### src/rtl/imem_loader.sv
// imem_loader: receives a length-prefixed byte stream over valid/ready, packs
// little-endian 32-bit words, writes them to instruction memory at consecutive
// word addresses, and releases cpu_hold only after the stream checksum matches.
module imem_loader #(
    parameter logic [31:0] BASE_ADDR = 32'h0040_0000,
    parameter int unsigned MAX_WORDS = 1024
) (
    input  logic        clock,
    input  logic        reset,
    input  logic        start,
    input  logic [7:0]  in_byte,
    input  logic        in_valid,
    output logic        in_ready,
    output logic        wr_en,
    output logic [31:0] wr_addr,
    output logic [31:0] wr_data,
    output logic [15:0] words_loaded,
    output logic        busy,
    output logic        done,
    output logic        error,
    output logic        cpu_hold
);

    localparam int unsigned LEN_W  = 16;
    localparam int unsigned ADDR_W = 32;

    typedef enum logic [2:0] {
        S_IDLE = 3'd0,
        S_LEN0 = 3'd1,
        S_LEN1 = 3'd2,
        S_DATA = 3'd3,
        S_CSUM = 3'd4,
        S_DONE = 3'd5,
        S_ERR  = 3'd6
    } state_t;

    state_t             state_q, state_d;
    logic [LEN_W-1:0]   len_q, len_d;
    logic [1:0]         byte_idx_q, byte_idx_d;
    logic [23:0]        word_buf_q, word_buf_d;
    logic [7:0]         csum_q, csum_d;
    logic [LEN_W-1:0]   words_loaded_q, words_loaded_d;
    logic               in_ready_q, in_ready_d;
    logic               busy_q, busy_d;
    logic               done_q, done_d;
    logic               error_q, error_d;
    logic               cpu_hold_q, cpu_hold_d;
    logic               wr_en_q, wr_en_d;
    logic [ADDR_W-1:0]  wr_addr_q, wr_addr_d;
    logic [31:0]        wr_data_q, wr_data_d;

    logic               accept_c;
    logic [LEN_W-1:0]   len_full_c;
    logic               last_word_c;

    assign accept_c    = in_valid && in_ready_q;
    assign len_full_c  = {in_byte, len_q[7:0]};
    assign last_word_c = (words_loaded_q + 16'd1) == len_q;

    // State and datapath registers
    always_ff @(posedge clock or negedge reset) begin
        if (!reset) begin
            state_q        <= S_IDLE;
            len_q          <= '0;
            byte_idx_q     <= '0;
            word_buf_q     <= '0;
            csum_q         <= '0;
            words_loaded_q <= '0;
            in_ready_q     <= 1'b0;
            busy_q         <= 1'b0;
            done_q         <= 1'b0;
            error_q        <= 1'b0;
            cpu_hold_q     <= 1'b1;
            wr_en_q        <= 1'b0;
            wr_addr_q      <= BASE_ADDR;
            wr_data_q      <= '0;
        end else begin
            state_q        <= state_d;
            len_q          <= len_d;
            byte_idx_q     <= byte_idx_d;
            word_buf_q     <= word_buf_d;
            csum_q         <= csum_d;
            words_loaded_q <= words_loaded_d;
            in_ready_q     <= in_ready_d;
            busy_q         <= busy_d;
            done_q         <= done_d;
            error_q        <= error_d;
            cpu_hold_q     <= cpu_hold_d;
            wr_en_q        <= wr_en_d;
            wr_addr_q      <= wr_addr_d;
            wr_data_q      <= wr_data_d;
        end
    end

    // Next-state: walk the stream format, start only honoured when not busy
    always_comb begin
        state_d = state_q;
        case (state_q)
            S_IDLE, S_DONE, S_ERR: begin
                if (start) state_d = S_LEN0;
            end
            S_LEN0: begin
                if (accept_c) state_d = S_LEN1;
            end
            S_LEN1: begin
                if (accept_c) begin
                    if (len_full_c == '0)                  state_d = S_CSUM;
                    else if (32'(len_full_c) > MAX_WORDS)  state_d = S_ERR;
                    else                                   state_d = S_DATA;
                end
            end
            S_DATA: begin
                if (accept_c && (byte_idx_q == 2'd3) && last_word_c) state_d = S_CSUM;
            end
            S_CSUM: begin
                if (accept_c) state_d = (in_byte == csum_q) ? S_DONE : S_ERR;
            end
            default: state_d = S_IDLE;
        endcase
    end

    // Outputs and datapath: status follows the next state, words pack on the 4th byte
    always_comb begin
        len_d          = len_q;
        byte_idx_d     = byte_idx_q;
        word_buf_d     = word_buf_q;
        csum_d         = csum_q;
        words_loaded_d = words_loaded_q;
        wr_en_d        = 1'b0;
        wr_addr_d      = wr_addr_q;
        wr_data_d      = wr_data_q;

        in_ready_d = (state_d == S_LEN0) || (state_d == S_LEN1) ||
                     (state_d == S_DATA) || (state_d == S_CSUM);
        busy_d     = in_ready_d;
        done_d     = (state_d == S_DONE);
        error_d    = (state_d == S_ERR);
        cpu_hold_d = (state_d != S_DONE);

        case (state_q)
            S_IDLE, S_DONE, S_ERR: begin
                if (start) begin
                    words_loaded_d = '0;
                    csum_d         = '0;
                    byte_idx_d     = '0;
                end
            end
            S_LEN0: begin
                if (accept_c) len_d[7:0] = in_byte;
            end
            S_LEN1: begin
                if (accept_c) len_d[15:8] = in_byte;
            end
            S_DATA: begin
                if (accept_c) begin
                    csum_d     = csum_q ^ in_byte;
                    byte_idx_d = byte_idx_q + 2'd1;
                    case (byte_idx_q)
                        2'd0: word_buf_d[7:0]   = in_byte;
                        2'd1: word_buf_d[15:8]  = in_byte;
                        2'd2: word_buf_d[23:16] = in_byte;
                        default: begin
                            wr_data_d      = {in_byte, word_buf_q};
                            wr_addr_d      = BASE_ADDR + {14'd0, words_loaded_q, 2'b00};
                            wr_en_d        = 1'b1;
                            words_loaded_d = words_loaded_q + 16'd1;
                        end
                    endcase
                end
            end
            default: ;
        endcase
    end

    assign in_ready     = in_ready_q;
    assign wr_en        = wr_en_q;
    assign wr_addr      = wr_addr_q;
    assign wr_data      = wr_data_q;
    assign words_loaded = words_loaded_q;
    assign busy         = busy_q;
    assign done         = done_q;
    assign error        = error_q;
    assign cpu_hold     = cpu_hold_q;

endmodule

### config.mk
export PLATFORM = sky130hd
export DESIGN_NAME = imem_loader
export DESIGN_NICKNAME = d
export VERILOG_FILES = /design/src/rtl/imem_loader.sv
export SDC_FILE = /design/constraint.sdc
export NUM_CORES = 1
export LEC_CHECK = 0
export BUFFER_PORTS_ARGS = -buffer_cell sky130_fd_sc_hd__buf_2
export CAP_MARGIN = 15
export CELL_PAD_IN_SITES_DETAIL_PLACEMENT = 1
export CELL_PAD_IN_SITES_GLOBAL_PLACEMENT = 1
export CORE_UTILIZATION = 47
export CTS_BUF_LIST = sky130_fd_sc_hd__clkbuf_16
export DETAILED_ROUTE_END_ITERATION = 10
export PLACE_DENSITY = 0.81
export SETUP_SLACK_MARGIN = 0.3
export SYNTH_ARGS = -nofsm -noshare
export SYNTH_HDL_FRONTEND = slang
export SYNTH_SLANG_ARGS = --single-unit
### constraint.sdc
create_clock -name clock -period 4.8 [get_ports clock]
set_input_delay 0.24 -clock clock [delete_from_list [all_inputs] [get_ports clock]]
set_output_delay 0.24 -clock clock [all_outputs]
set_load 0.1 [all_outputs]
==> impl_metrics.yaml <==
route:
  wl_per_cell_um: 19.4
  vias: 4648
  drtPass1Iterations: 4
  first_iter_violations: 264
  drc: 0
  viasPerCell: 5.56
  totalWireLength_mm: 16.2
  ant_nets: 0
cells_and_area:
  fillers: 1394
  antenna_cells: 0
  fin_util_pct: 57.4
  fin_nets: 673
  drive_above_1_share_pct: 28.4
  syn_to_final_growth_pct: 17.1
  fin_cells: 836
timing:
  slew_viol_final: 0
  finClkSkew_ns: 0.00553
  setup-violations-final: 0
  setup_tns_ns: 0
  rsz0062_at_grt: "false"
  tightest_slew_ns: 0.930
  min_period_ns: 2.68
  maxSlewHeadroom_pct: 38.0
  max_freq_mhz: 372
  min_period_over_period_pct: 55.9
  finalHoldViolations: 0
clocking:
  path_clk_slew_ns: 0.06
  cts.sinks: 122
  clockRootBuffer: "clkbuf_16"
  clk_latency_ns: 0.43
  numCtsBuffers: 17
  clk_path_buf_depth: 2
  cts_setup_buffers: 0
  cts_tree: "done"
  cts.htree.levels: 4
synth:
  synth_top_area_share_pct: 50.6
  ys.flop_type: "dfrtp_1"
  synthCells: 588
  yosys_warnings: 0
  synth_area_per_cell_um2: 10.2
  synth_area_um2: 5990
  synth_edf_count: 0
  ys_async_sr_fraction_pct: 100
  synth.distinct_cells: 67
  ys_seq_area_share_pct: 51.0
  yosysTopAreaCell: "dfrtp_1"
  synth_area_leaders: "dfrtp_1 51%, mux2_2 11%, nand2_1 8.2%, o21ai_0 3.8%, buf_4 2.4%"
  ys_ff_latch: 122
status:
  outcome: "complete, no violations"
global_route:
  grt_max_degree: 73
  grt-ovfl-total: 0
  grt_pass1_wl_mm: 26.5
  track_usage_pct: 27.0
  grt_pass1_vias: 4900
  antenna_found_initial: 0
min_path:
  hold_class: "in -> reg"
power_and_ir_drop:
  ir_worst_vdd_mv: 0.267
  power.total_uw: 3760
  power_density_nw_per_um2: 536
  p_leak_uw: 0.00354
die:
  boundaryPins: 98
  dieArea_um2: 13200
  die_w_um: 115
  start_util_pct: 49.0
  core_um2: 12200
  die_y_um: 115
  rows: 40
placement:
  dpl.hpwl_mm: 10.6
  placedCellCount: 802
  io_buffers: 81
  gp_congestion: 0.892
worst_setup_path:
  path_class: "reg -> reg"
  crit_fanout: 11
  end_kind: "flop"
  cp_data_arrival_time_ns: 2.98
  r2r_slack_ns: 2.12
  cp.required_ns: 5.10
  startpoint_type: "flop"
job:
  drv_cap: 0
synthesized netlist by cell type, types with 3 or more instances:
master / instances
nand2_1: 131
dfrtp_1: 121
mux2_2: 57
o21ai_0: 45
buf_4: 19
buf_2: 16
nand3_1: 16
clkbuf_1: 15
a21oi_1: 14
xnor2_1: 14
xor2_1: 13
nor2_1: 11
and3_1: 9
nand4_1: 8
o31ai_1: 8
inv_1: 7
ha_1: 6
nor2b_1: 5
nor3_1: 5
nor4_1: 5
a211oi_1: 3
and2_1: 3
nor4b_1: 3
o311ai_0: 3
per-stage QoR:
step	cell area [µm²]	setup slack, ns	hold slack (ns)
floorplan	6040	1.88	-0.0556
global placement	6390	2.09	0.426
detailed placement	6390	2.04	0.443
CTS	7000	2.02	0.164
global route	7010	1.87	0.203
finish	7010	2.12	0.171
cells by family after synthesis:
family / after synthesis / synth area share [%]
simple gates: 213 / 16.8
flops: 122 / 51.0
compound gates: 96 / 9.86
buf+inv: 62 / 5.66
mux: 58 / 10.9
xor+xnor: 28 / 4.22
fa+ha+maj: 7 / 1.42
other cells: 2 / 0.125
path summary, 6_finish.rpt:
check                                       startpoint                     end  depth (start not counted)
min in group asynchronous                        reset  wr_data[1]$_DFFE_PN0P_                          2
min reg2reg                  word_buf_q[9]$_DFFE_PN0P_  wr_data[9]$_DFFE_PN0P_                          2
min                                         in_byte[5]   len_q[13]$_DFFE_PN0P_                          3
max reg2reg                words_loaded[0]$_DFFE_PN0P_    state_q[1]$_DFF_PN0_                          8
max                        words_loaded[0]$_DFFE_PN0P_    state_q[1]$_DFF_PN0_                          8
max in group asynchronous                        reset    state_q[1]$_DFF_PN0_                          3
placed cells by master, fill, tap and decap left out, types with 14 or more instances in the layout:
cell / instances
a21oi_1: 14
mux2_2: 57
clkbuf_16: 17
nand2_1: 130
conb_1: 16
nand3_1: 16
buf_2: 80
o21ai_0: 44
dfrtp_1: 121
xnor2_1: 14
registers in the layout, indices dropped and copies added (netlist names), 2 cells and up:
| signal | count |
|---|---|
| wr_data | 32 |
| word_buf_q | 24 |
| len_q | 16 |
| words_loaded | 16 |
| wr_addr | 16 |
| csum_q | 8 |
| state_q | 3 |
| byte_idx_q | 2 |
where the power goes:
part	internal [µW]	total, µW	switching, µW	leakage, µW
Sequential	1250	1460	211	0.00164
Clock	814	1300	489	0.000285
Combinational	352	996	644	0.00161
metal layers:
| layer | wire, µm | GRT usage (%) |
|---|---|---|
| met1 | 7020 | 34.3 |
| met2 | 8060 | 45.2 |
| met3 | 691 | 5.22 |
| met4 | 432 | 11.2 |
| met5 | 0 | 0 |
worst max-delay path, stage by stage, from the launching register on:
cell      delay [ns]
dfrtp_1         0.55
ha_1            0.42
and4_4          0.32
nand2_4         0.10
nor4b_2         0.27
a211oi_1        0.09
or3_4           0.42
nor4_2          0.28
o21ai_1         0.10
repair_timing:
item / 4_1_cts / 5_1_grt
hold endpoints to repair: 45 / 0
hold buffers: 1 / 0
resized for setup: 0 / 0
cell type report:
type	count	area [µm²]	share of cell area, %
flip-flops and latches	122	3050	43.5
multi-input cells	418	2650	37.8
repair buffers	88	470	6.71
clock buffers	17	425	6.06
well taps	168	210	3.00
clock inverters	15	174	2.48
inverters	8	30.0	0.428
Power figures use the tool's default switching activity.
